===== config.mk =====
export PLATFORM = sky130hd
export DESIGN_NAME = z180_gpio_bank_flat
export DESIGN_NICKNAME = d
export VERILOG_FILES = /design/src/rtl/z180_gpio_pkg.sv /design/src/rtl/z180_gpio_bank_if.sv /design/src/rtl/z180_iorq_tick_gen.sv /design/src/rtl/z180_gpio_bank.sv /design/src/flat_wrapper.sv
export SDC_FILE = /design/constraint.sdc
export NUM_CORES = 1
export LEC_CHECK = 0
export ABC_AREA = 1
export CORE_ASPECT_RATIO = 1.5
export CORE_MARGIN = 1
export CORE_UTILIZATION = 40
export CTS_CLUSTER_DIAMETER = 50
export DETAILED_ROUTE_END_ITERATION = 12
export SETUP_SLACK_MARGIN = 0.02
export SLEW_MARGIN = 20
export SYNTH_ARGS = -nofsm -noshare
export SYNTH_HDL_FRONTEND = slang
export SYNTH_SLANG_ARGS = --single-unit
export TNS_END_PERCENT = 50

===== constraint.sdc =====
create_clock -name phi -period 2.14 [get_ports phi]
set_input_delay 0.214 -clock phi [delete_from_list [all_inputs] [get_ports phi]]
set_output_delay 0.214 -clock phi [all_outputs]
set_load 0.005 [all_outputs]

===== src/rtl/z180_gpio_pkg.sv =====
// Shared definitions for the Z180 GPIO bank: register offsets, tick FSM
// state encoding and the input warm-up length.
package z180_gpio_pkg;

    localparam logic [2:0] REG_DATA = 3'd0;
    localparam logic [2:0] REG_DIR  = 3'd1;
    localparam logic [2:0] REG_IE   = 3'd2;
    localparam logic [2:0] REG_POL  = 3'd3;
    localparam logic [2:0] REG_ISR  = 3'd4;
    localparam logic [2:0] REG_OUT  = 3'd5;

    localparam int WARMUP_CYCLES = 3;

    typedef enum logic [1:0] {
        TICK_IDLE    = 2'd0,
        TICK_RD_HOLD = 2'd1,
        TICK_WR_ARM  = 2'd2,
        TICK_WR_HOLD = 2'd3
    } tick_state_e;

endpackage


===== src/rtl/z180_gpio_bank_if.sv =====
// Z180 I/O bus as seen by a peripheral: address, strobes, write data and
// the read-data return path with its bus-drive enable.
interface z180_gpio_bank_if;
    logic [7:0] a;
    logic       iorq_n;
    logic       rd_n;
    logic       wr_n;
    logic [7:0] din;
    logic [7:0] dout;
    logic       dout_oe;

    modport master (output a, iorq_n, rd_n, wr_n, din, input dout, dout_oe);
    modport slave  (input a, iorq_n, rd_n, wr_n, din, output dout, dout_oe);
endinterface


===== src/rtl/z180_iorq_tick_gen.sv =====
// Turns a Z180 I/O bus cycle into exactly one rd_tick or wr_tick, all
// evaluated on the falling edge of phi.
//
// state     | meaning
// IDLE      | no cycle in progress; read ticks here, write arms
// RD_HOLD   | read tick issued; wait for /IORQ to release
// WR_ARM    | write seen once; tick next edge if still active (din stable)
// WR_HOLD   | write tick issued; wait for /IORQ to release
module z180_iorq_tick_gen
    import z180_gpio_pkg::*;
(
    input  logic phi,
    input  logic reset_n,
    input  logic iorq_n,
    input  logic rd_n,
    input  logic wr_n,
    output logic rd_tick,
    output logic wr_tick
);
    tick_state_e state_q, state_d;
    logic        bus_idle_seen_q;
    logic        io_rd, io_wr;

    assign io_rd = ~iorq_n & ~rd_n;
    assign io_wr = ~iorq_n & ~wr_n;

    always_ff @(negedge phi or negedge reset_n) begin
        if (!reset_n) begin
            state_q         <= TICK_IDLE;
            bus_idle_seen_q <= 1'b0;
        end else begin
            state_q         <= state_d;
            bus_idle_seen_q <= bus_idle_seen_q | iorq_n;
        end
    end

    // A cycle already running when reset releases must not tick, so IDLE
    // only accepts a new cycle once /IORQ has been seen inactive.
    always_comb begin
        state_d = state_q;
        rd_tick = 1'b0;
        wr_tick = 1'b0;
        case (state_q)
            TICK_IDLE: begin
                if (bus_idle_seen_q && io_rd) begin
                    rd_tick = 1'b1;
                    state_d = TICK_RD_HOLD;
                end else if (bus_idle_seen_q && io_wr) begin
                    state_d = TICK_WR_ARM;
                end
            end
            TICK_WR_ARM: begin
                if (io_wr) begin
                    wr_tick = 1'b1;
                    state_d = TICK_WR_HOLD;
                end else begin
                    state_d = TICK_IDLE;
                end
            end
            TICK_RD_HOLD, TICK_WR_HOLD: begin
                if (iorq_n) state_d = TICK_IDLE;
            end
            default: state_d = TICK_IDLE;
        endcase
    end

endmodule


===== src/rtl/z180_gpio_bank.sv =====
// CHANNELS identical GPIO ports on the Z180 I/O bus, each with direction,
// edge polarity, interrupt enable and write-1-to-clear interrupt status.
module z180_gpio_bank
    import z180_gpio_pkg::*;
#(
    parameter int         CHANNELS  = 2,
    parameter int         WIDTH     = 8,
    parameter logic [7:0] BASE_ADDR = 8'hb0
) (
    input  logic                      phi,
    input  logic                      reset_n,
    z180_gpio_bank_if.slave           bus,
    input  logic [CHANNELS*WIDTH-1:0] pin_in,
    output logic [CHANNELS*WIDTH-1:0] pin_out,
    output logic [CHANNELS*WIDTH-1:0] pin_oe,
    output logic                      irq
);
    typedef logic [CHANNELS-1:0][WIDTH-1:0] bank_t;

    bank_t       out_q, out_d, dir_q, dir_d, ie_q, ie_d, pol_q, pol_d, isr_q, isr_d;
    bank_t       sync1_q, sync2_q, prev_q, edge_match, w1c;
    logic [1:0]  warm_q;
    logic        warm_done;
    logic [7:0]  offset, rdata, dout_q;
    logic [2:0]  ch_idx, reg_idx;
    logic [WIDTH-1:0] wdata;
    logic        hit, rd_tick, wr_tick, irq_q;

    assign offset  = bus.a - BASE_ADDR;
    assign hit     = offset < 8'(CHANNELS * 8);
    assign ch_idx  = offset[5:3];
    assign reg_idx = offset[2:0];
    assign wdata   = bus.din[WIDTH-1:0];

    z180_iorq_tick_gen u_tick (
        .phi     (phi),
        .reset_n (reset_n),
        .iorq_n  (bus.iorq_n),
        .rd_n    (bus.rd_n),
        .wr_n    (bus.wr_n),
        .rd_tick (rd_tick),
        .wr_tick (wr_tick)
    );

    assign warm_done = (warm_q == 2'(WARMUP_CYCLES));

    // Edges are taken from the synchronised pin, so output bits see them too.
    always_comb begin
        edge_match = '0;
        if (warm_done) begin
            for (int c = 0; c < CHANNELS; c++) begin
                edge_match[c] = (pol_q[c] & sync2_q[c] & ~prev_q[c]) |
                                (~pol_q[c] & ~sync2_q[c] & prev_q[c]);
            end
        end
    end

    always_comb begin
        out_d = out_q;
        dir_d = dir_q;
        ie_d  = ie_q;
        pol_d = pol_q;
        w1c   = '0;
        if (wr_tick && hit) begin
            for (int c = 0; c < CHANNELS; c++) begin
                if (ch_idx == 3'(c)) begin
                    case (reg_idx)
                        REG_DATA: out_d[c] = wdata;
                        REG_DIR:  dir_d[c] = wdata;
                        REG_IE:   ie_d[c]  = wdata;
                        REG_POL:  pol_d[c] = wdata;
                        REG_ISR:  w1c[c]   = wdata;
                        default:  ;
                    endcase
                end
            end
        end
        // A fresh edge beats a simultaneous clear of the same bit.
        isr_d = (isr_q & ~w1c) | edge_match;
    end

    always_comb begin
        rdata = '0;
        for (int c = 0; c < CHANNELS; c++) begin
            if (ch_idx == 3'(c)) begin
                case (reg_idx)
                    REG_DATA: rdata[WIDTH-1:0] = (dir_q[c] & out_q[c]) | (~dir_q[c] & sync2_q[c]);
                    REG_DIR:  rdata[WIDTH-1:0] = dir_q[c];
                    REG_IE:   rdata[WIDTH-1:0] = ie_q[c];
                    REG_POL:  rdata[WIDTH-1:0] = pol_q[c];
                    REG_ISR:  rdata[WIDTH-1:0] = isr_q[c];
                    REG_OUT:  rdata[WIDTH-1:0] = out_q[c];
                    default:  ;
                endcase
            end
        end
    end

    always_ff @(negedge phi or negedge reset_n) begin
        if (!reset_n) begin
            out_q   <= '0;
            dir_q   <= '0;
            ie_q    <= '0;
            pol_q   <= '0;
            isr_q   <= '0;
            sync1_q <= '0;
            sync2_q <= '0;
            prev_q  <= '0;
            warm_q  <= '0;
            irq_q   <= 1'b0;
            dout_q  <= '0;
        end else begin
            out_q   <= out_d;
            dir_q   <= dir_d;
            ie_q    <= ie_d;
            pol_q   <= pol_d;
            isr_q   <= isr_d;
            sync1_q <= pin_in;
            sync2_q <= sync1_q;
            prev_q  <= sync2_q;
            if (!warm_done) warm_q <= warm_q + 2'd1;
            irq_q   <= |(isr_q & ie_q);
            if (rd_tick && hit) dout_q <= rdata;
        end
    end

    assign pin_out     = out_q;
    assign pin_oe      = dir_q;
    assign irq         = irq_q;
    assign bus.dout    = dout_q;
    assign bus.dout_oe = ~bus.iorq_n & ~bus.rd_n & hit;

endmodule

===== src/flat_wrapper.sv =====
// flat-port wrapper written by rule: the top's interface ports become plain ports
module z180_gpio_bank_flat import z180_gpio_pkg::*;
#(
    parameter int         CHANNELS  = 2,
    parameter int         WIDTH     = 8,
    parameter logic [7:0] BASE_ADDR = 8'hb0
)
  (phi, reset_n, pin_in, pin_out, pin_oe, irq, bus_a, bus_iorq_n, bus_rd_n, bus_wr_n, bus_din, bus_dout, bus_dout_oe);
  z180_gpio_bank_if bus_i ();
  input  logic phi;
  input  logic reset_n;
  input  logic [CHANNELS*WIDTH-1:0] pin_in;
  output logic [CHANNELS*WIDTH-1:0] pin_out;
  output logic [CHANNELS*WIDTH-1:0] pin_oe;
  output logic irq;
  input wire logic [$bits(bus_i.a)-1:0] bus_a;
  input wire logic [$bits(bus_i.iorq_n)-1:0] bus_iorq_n;
  input wire logic [$bits(bus_i.rd_n)-1:0] bus_rd_n;
  input wire logic [$bits(bus_i.wr_n)-1:0] bus_wr_n;
  input wire logic [$bits(bus_i.din)-1:0] bus_din;
  output wire logic [$bits(bus_i.dout)-1:0] bus_dout;
  output wire logic [$bits(bus_i.dout_oe)-1:0] bus_dout_oe;
  assign bus_i.a = bus_a;
  assign bus_i.iorq_n = bus_iorq_n;
  assign bus_i.rd_n = bus_rd_n;
  assign bus_i.wr_n = bus_wr_n;
  assign bus_i.din = bus_din;
  assign bus_dout = bus_i.dout;
  assign bus_dout_oe = bus_i.dout_oe;
  z180_gpio_bank #(.CHANNELS(CHANNELS), .WIDTH(WIDTH), .BASE_ADDR(BASE_ADDR)) u_core (.phi(phi), .reset_n(reset_n), .bus(bus_i), .pin_in(pin_in), .pin_out(pin_out), .pin_oe(pin_oe), .irq(irq));
endmodule

==> impl.org, run 1 <==
** Status
- Outcome :: finished with violations
- The checks that failed: setup timing.

** Timing
- Remaining max-slew budget at the tightest pin :: between 70% and 80%
- Count of endpoints failing setup in the final report :: 89
- The clock arrives with 0.00663 ns of skew.
- Worst Setup Slack, final :: -0.116 ns
- Final hold violation count :: 0
- Summed over all failing endpoints, the final setup total negative slack is -5.13 ns.
- Setup repair after global routing could not meet its margin everywhere.
- Pins Over Slew Limit :: 0
- Worst hold slack across all endpoints :: slightly below 0.3 ns
- Slew of the pin with the lowest slew margin :: 0.367 ns

** Die
- The die is 161 µm tall.
- The initialized floorplan defines 57 standard-cell rows.
- The floorplan step defined a die boundary enclosing between 15000 and 20000 µm².
- For this configuration, the core starts out at a cell density of between 40% and 50%.
- Measured along the x axis, the die boundary spans 108 µm.
- The region available for standard cell placement spans 16300 µm².
- During I/O placement, the number of pins put on the boundary was just under 80.

** Finish
- In the layout the commonest cells are nand2_1, dfrtn_1, buf_4.
- Fin util :: 61.5%
- Final Instance Count excl. Fillers :: about 1200
- Proportion of layout cells with a drive suffix above 1 :: 37.3%
- Summing all non-filler instances in the final layout gives an area of approximately 10000 µm².
- Area growth from synthesis to layout :: 49.6%
- Leaving out fill and tap cells, the most frequent cell in the layout is nand2_1.
- The number of antenna diodes in the final layout is 0.
- The filler cells instantiated in the layout total 1397.
- The multi-input combinational cells in the finished layout cover a total of 3240 µm².
- Post-layout nets :: between 1000 and 1500
- Combined flip-flop and latch cell area :: 3550 µm²

** Routing
- The detailed router placed 6722 vias in this run.
- After detailed routing, the number of remaining DRC violations is 0.
- Routed length per placed instance :: 18.3 µm
- Using the TritonRoute via totals, the vias-per-cell ratio works out to 5.46.
- The detailed router finished its first iteration with 495 violations.
- Before antenna repair, the detailed router went through 5 iterations.
- The final layout contains routed wiring with a total length of 22500 µm.
- Residual antenna-violating net count after detailed routing :: 0

** Clock tree
- Clock-pin slew was measured on the worst setup and hold paths at 0.04 ns.
- TritonCTS built the clock tree.
- Clock root buffer :: clkbuf_16
- CTS built an H-tree with a depth of 4.
- No sink is reached through more buffers than the 2 on the longest clock path.
- For this design, the sink count on the clock tree is 142.
- The number of clock buffers added by TritonCTS is 17.
- Clock latency on the worst-skew pair :: around 0.4 ns

** Synth
- Distinct cell type count after synthesis :: 32
- Post-synth top flop :: dfrtn_1
- EDFF count, synth :: 0
- Post-Syn Nets :: 834
- Synthesis Warnings :: 0
- For this run, the register share of the synthesized area comes to between 50% and 60%.
- Counting flops and latches in the post-synthesis netlist gives approximately 140.
- Gate count after technology mapping :: 795
- Averaged over all synthesized cells, the footprint is around 8.4 µm².
- Summed instance area of the synthesized netlist :: 6710 µm²
- Post-synthesis async set-or-reset flop share :: 100%

** Placement
- HPWL reported at the end of detailed placement :: between 10000 and 15000 µm
- Cell count after placement :: roughly 1100
- Worst setup timing slack at the placement stage :: -0.957 ns
- Input and output buffers added on the ports amount to between 70 and 80.
- Cell area reported after detailed placement :: approximately 8500 µm²
- The congestion estimate from routability-driven global placement came to 0.847.

** Power and ir drop
- Post-layout power :: 6.45 mW
- Power density over the cells :: between 600 and 700 nW/µm²
- IR analysis of the VDD net gives a maximum drop of around 0.6 mV.
- In this run the static leakage power is 4.93 nW.

** GRT
- Antenna violations before repair :: 0
- After global routing the overflow that remains totals 0.
- First-pass GRT wire length :: around 35000 µm
- Entering global routing, the biggest net connects 46 pins.
- The via count of the first global-routing pass is 6496.
- In the global route stage, overall resource usage came out at approximately 27%.

** Worst setup path
- The worst setup path is of the flip-flop to output port kind.
- For the worst setup path, the data arrival time is 2.04 ns.
- The worst register-to-register path has a setup slack of between 0.5 and 0.6 ns.
- CP Launch Type :: flip-flop
- Traced cell by cell, the critical path runs through buf_2.
- On the worst path, the slowest cell contributes a delay of 0.44 ns.
- Along the worst path, the maximum fanout reaches 2.
- Together, buffers and inverters on the worst path number 1.
- Slowest-stage cell, CP :: dfrtn_1
- Critical path capture point type :: output port
- For the worst setup path, the data required time is just under 2 ns.
- Cell family with most CP delay :: flip-flops

** Worst hold path
- The worst hold path belongs to the class flip-flop to flip-flop.

** Flow run
- The tool flagged a number of max-cap violations equal to 0.
-- flip-flops by register name (all words and copies together) (netlist names) --
signal	count
u_core.sync1_q	16
u_core.prev_q	16
u_core.u_tick.state_q	2
u_core.u_tick.bus_idle_seen_q	1
u_core.ie_q	16
u_core.isr_q	16
u_core.bus.dout	8
u_core.pin_oe	16
u_core.warm_q	2
u_core.sync2_q	16
u_core.irq	1
u_core.pol_q	16
u_core.pin_out	16
-- cells by family (layout without fill, tap and decap cells) --
group           Yosys count  after routing  share of synthesized area, %
compound gates          124            124                          9.77
mux                       1              1                         0.168
xor+xnor                  1              1                         0.131
simple gates            430            436                          29.9
buf+inv                  95            320                          6.75
flops                   142            142                          53.0
fa+ha+maj                 2              2                         0.373
-- routing by layer --
metal / GRT usage (%) / share of wire (%) / up-vias
met5: 0 / 0 / -
met4: 14.6 / 4.3 / 0
met3: 5.64 / 5.9 / 76
met2: 43.6 / 50 / 291
met1: 33.3 / 40 / 3252
li1: - / - / 3103
-- worst paths after layout --
path,startpoint,endpoint,depth (start not counted)
hold reg to reg,u_core.sync1_q[7]$_DFF_NN0_,u_core.sync2_q[7]$_DFF_NN0_,0
min in group asynchronous,reset_n,u_core.sync1_q[3]$_DFF_NN0_,1
setup reg to reg,u_core.u_tick.state_q[1]$_DFFE_NN0P_,u_core.pin_oe[14]$_DFFE_NN0P_,7
setup / recovery,u_core.pin_out[6]$_DFFE_NN0P_,pin_out[6],1
max in group asynchronous,reset_n,u_core.pin_oe[12]$_DFFE_NN0P_,2
hold / removal,u_core.sync1_q[7]$_DFF_NN0_,u_core.sync2_q[7]$_DFF_NN0_,0
-- synthesized netlist by cell type, types with 6 or more instances --
master	number	area (µm²)
nand2_1	275	1030
dfrtn_1	142	3550
nand4_1	65	407
o21ai_0	63	315
inv_1	52	195
nand3_1	36	180
o21ai_1	35	175
nor2_1	32	120
a21oi_1	16	80.1
buf_2	15	75.1
buf_4	9	67.6
o21ai_2	7	61.3
buf_1	6	22.5
clkbuf_1	6	22.5
-- timing repair --
| item | in CTS | in global routing |
|---|---|---|
| setup endpoints to repair | 131 | 130 |
| buffers inserted | 33 | 11 |
| hold buffers | 0 | 0 |
| resized for setup | 286 | 118 |
| cloned | 11 | 2 |
| pin swaps | 55 | 52 |
-- area by class of cell --
class	instances	share of cell area (%)
Clock buffer	20	4.55
Tap cell	206	2.57
Clock inverter	11	1.08
Multi-Input combinational cell	564	32.3
Timing Repair Buffer	235	22.0
Sequential cell	142	35.4
Inverter	54	2.08
-- where the power goes --
part	switching [mW]	internal (mW)	leakage (nW)
Combinational	0.427	0.335	2.90
Clock	1.18	1.66	0.266
Sequential	0.0593	2.79	1.77
Power figures use the tool's default switching activity.
==> run 2, diff against run 1 <==
GPL_ROUTABILITY_DRIVEN = 0   (was unset)
==> run 2 against run 1 <==
The run still ends with setup timing left. Hold slack hardly changed. Total power is 5.4% higher. First-iteration DRC count is 5.7% higher. Final area is 0.72% higher. Critical path depth stayed put. Via count is 0.48% higher. Final cell count is 0.32% higher. Sequential power hardly changed. Clock skew is 0.00094 ns lower. Clock power is 12% higher. Critical path type unchanged. Largest power group is now the clock network.
==> impl.org, run 2 (same netlist as run 1, synthesis figures left out) <==
** Clock tree
- H-tree depth :: 4
- Clock latency on the worst-skew pair :: 0.40 ns
- Counting along the longest clock path gives a buffer depth of 2.
- Clock tree synthesis inserted a total of 17 buffers.
- Clock-pin slew was measured on the worst setup and hold paths at 0.05 ns.
- The root buffer cell chosen for the clock tree is clkbuf_16.
- The tree built by TritonCTS fans out to 142 sinks.
- TritonCTS clock tree :: yes

** Timing
- In this run the tightest slew margin relative to its limit is 76.4%.
- At the pin with the least slew margin, the transition time is 0.355 ns.
- Pins Over Slew Limit :: 0
- Once routing completed, OpenROAD measured the worst setup slack at -0.0807 ns.
- Count of endpoints failing setup in the final report :: between 70 and 80
- The final count of hold timing violations came to 0.
- For the final database, setup skew stands at 0.00569 ns.
- Setup repair after global routing could not meet its margin everywhere.
- The tightest hold path in the finished design has a slack of 0.295 ns.

** Flow run
- Max-cap violation count :: 0

** Status
- The checks that failed: setup timing.
- The flow ran to the end, but the final reports show violations.

** Finish
- The post-route netlist has 35.8% of its cells at a drive strength greater than 1.
- Fill cells in the final layout number 1344.
- Area growth from synthesis to layout :: 50.7%
- Post-layout nets :: 1056
- # diodes :: 0
- Final Instance Count excl. Fillers :: 1236
- Commonest non-fill, non-tap cell in the layout :: nand2_1
- The library cells used most frequently in the layout, excluding fill and tap cells, are nand2_1, dfrtn_1, buf_4.
- In the final layout, the multi-input gates occupy 3210 µm².
- Non-Filler Cell Area, Final :: 10100 µm²
- Registers take 3550 µm².

** Worst setup path
- Data arrives at the worst endpoint at 2.01 ns.
- Worst path depth :: 1
- STA classifies the critical path endpoint as an output port.
- Traced cell by cell, the critical path runs through buf_2.
- In this run the worst path has a maximum fanout of 2.
- In this run the critical register-to-register path is launched from u_core.u_tick.state_q[1]$_DFFE_NN0P_.
- End of the critical path :: pin_oe[9]
- Across all register-to-register paths, the minimum setup slack is 0.52 ns.
- Number of buffers and inverters on the critical path :: 1
- Required time at the worst-slack endpoint :: 1.93 ns
- Counting cells, the worst reg-to-reg path comes to 7.
- Slowest-stage cell, CP :: dfrtn_1
- Slowest stage delay, CP :: approximately 0.42 ns
- R2r endpoint :: u_core.pin_oe[4]$_DFFE_NN0P_
- Classification of the worst setup path :: flip-flop to output port
- CP Launch Type :: flip-flop
- Worst setup startpoint :: u_core.pin_oe[9]$_DFFE_NN0P_
- Cell family with most CP delay :: flip-flops

** Placement
- Number of buffers inserted by port buffering :: 78
- Before CTS, the worst setup slack after placement is -0.966 ns.
- Cell area reported after detailed placement :: 8520 µm²
- HPWL reported at the end of detailed placement :: 14100 µm
- In this run, placement finished with an instance count of 1144.

** Die
- Die outline height :: 161 µm
- Count of standard-cell rows :: 57
- Number of ports placed on the die boundary :: just under 80
- Die ar. :: about 17000 µm²
- Standard cell core area :: 16300 µm²
- Width of the die :: about 110 µm
- The initial utilization of the core area, before any placement, comes to 41.1%.

** Routing
- Routed via count divided by cell count :: 5.46
- The detailed router finished its first iteration with about 520 violations.
- Total routed wirelength :: 23200 µm
- The final route contains about 6800 vias.
- After detailed routing, the average wire length per cell comes to around 19 µm.
- For this run, the detailed router's first-pass iteration total came to 5.
- In this run the remaining antenna-violating nets after routing total 0.
- Drc violations :: 0

** Power and ir drop
- Leakage power summed over all cells :: 4.96 nW
- VDD IR max :: 0.542 mV
- Power density over the cells :: 673 nW/µm²

** Worst hold path
- Start point of the worst hold path :: u_core.sync1_q[5]$_DFF_NN0_
- Worst Hold Class :: flip-flop to flip-flop

** GRT
- First-pass GRT wire length :: 35500 µm
- GRT Residual Overflow :: 0
- Antenna violations before repair :: 0
- Across every metal layer, demand over resource in global routing totals 27.1%.
- Entering global routing, the biggest net connects 38 pins.
- The via count of the first global-routing pass was 6611.
run 2: layout make-up:
class	instances	share of cell area, %
Tap cell	206	2.55
Clock inverter	12	1.83
Sequential cell	142	35.1
Timing Repair Buffer	238	22.4
Inverter	54	2.03
Clock buffer	20	4.32
Multi-Input combinational cell	564	31.7
run 2: stage by stage:
| stage | utilization (%) | setup TNS (ns) | total power, mW |
|---|---|---|---|
| after floorplan | - | -14.79 | 3.16 |
| after detailed placement | 52.2 | -80.39 | 3.53 |
| final | 61.9 | -3.46 | 6.80 |
| after global placement | 52.2 | -77.40 | 3.51 |
| after global routing | 61.9 | -7.66 | 7.00 |
| after CTS | 59.2 | -3.52 | 6.75 |
run 2: repair_timing:
action,in CTS,in global routing
hold endpoints to repair,0,0
pin swaps,37,46
cloned,8,4
hold buffers,0,0
endpoints found under the setup margin,131,129
resized for setup,294,85
setup buffers,37,12
run 2: power by group:
group | internal (mW) | switching, mW | total, mW
registers | 2.79 | 0.0601 | 2.85
logic | 0.340 | 0.445 | 0.784
clock network | 1.96 | 1.21 | 3.17
run 2: routing by layer:
| metal | share of wire [%] | wire [µm] | GRT usage, % | vias up |
|---|---|---|---|---|
| met2 | 50 | 11600 | 44.1 | 311 |
| met3 | 5.6 | 1300 | 4.38 | 90 |
| met4 | 5.4 | 1250 | 16.4 | 0 |
| met5 | 0 | 0 | 0 | - |
| li1 | - | - | - | 3118 |
| met1 | 39 | 9000 | 33.4 | 3235 |
run 2: how the worst min path moves through the flow:
stage	to	slack, ns	depth (start not counted)
after floorplan	u_core.sync2_q[0]$_DFF_NN0_	0.29	0
after CTS	u_core.sync2_q[5]$_DFF_NN0_	0.30	0
final	u_core.sync2_q[5]$_DFF_NN0_	0.29	0
after detailed placement	u_core.sync2_q[10]$_DFF_NN0_	0.30	0
after global placement	u_core.sync2_q[5]$_DFF_NN0_	0.29	0
after global routing	u_core.sync2_q[4]$_DFF_NN0_	0.30	0
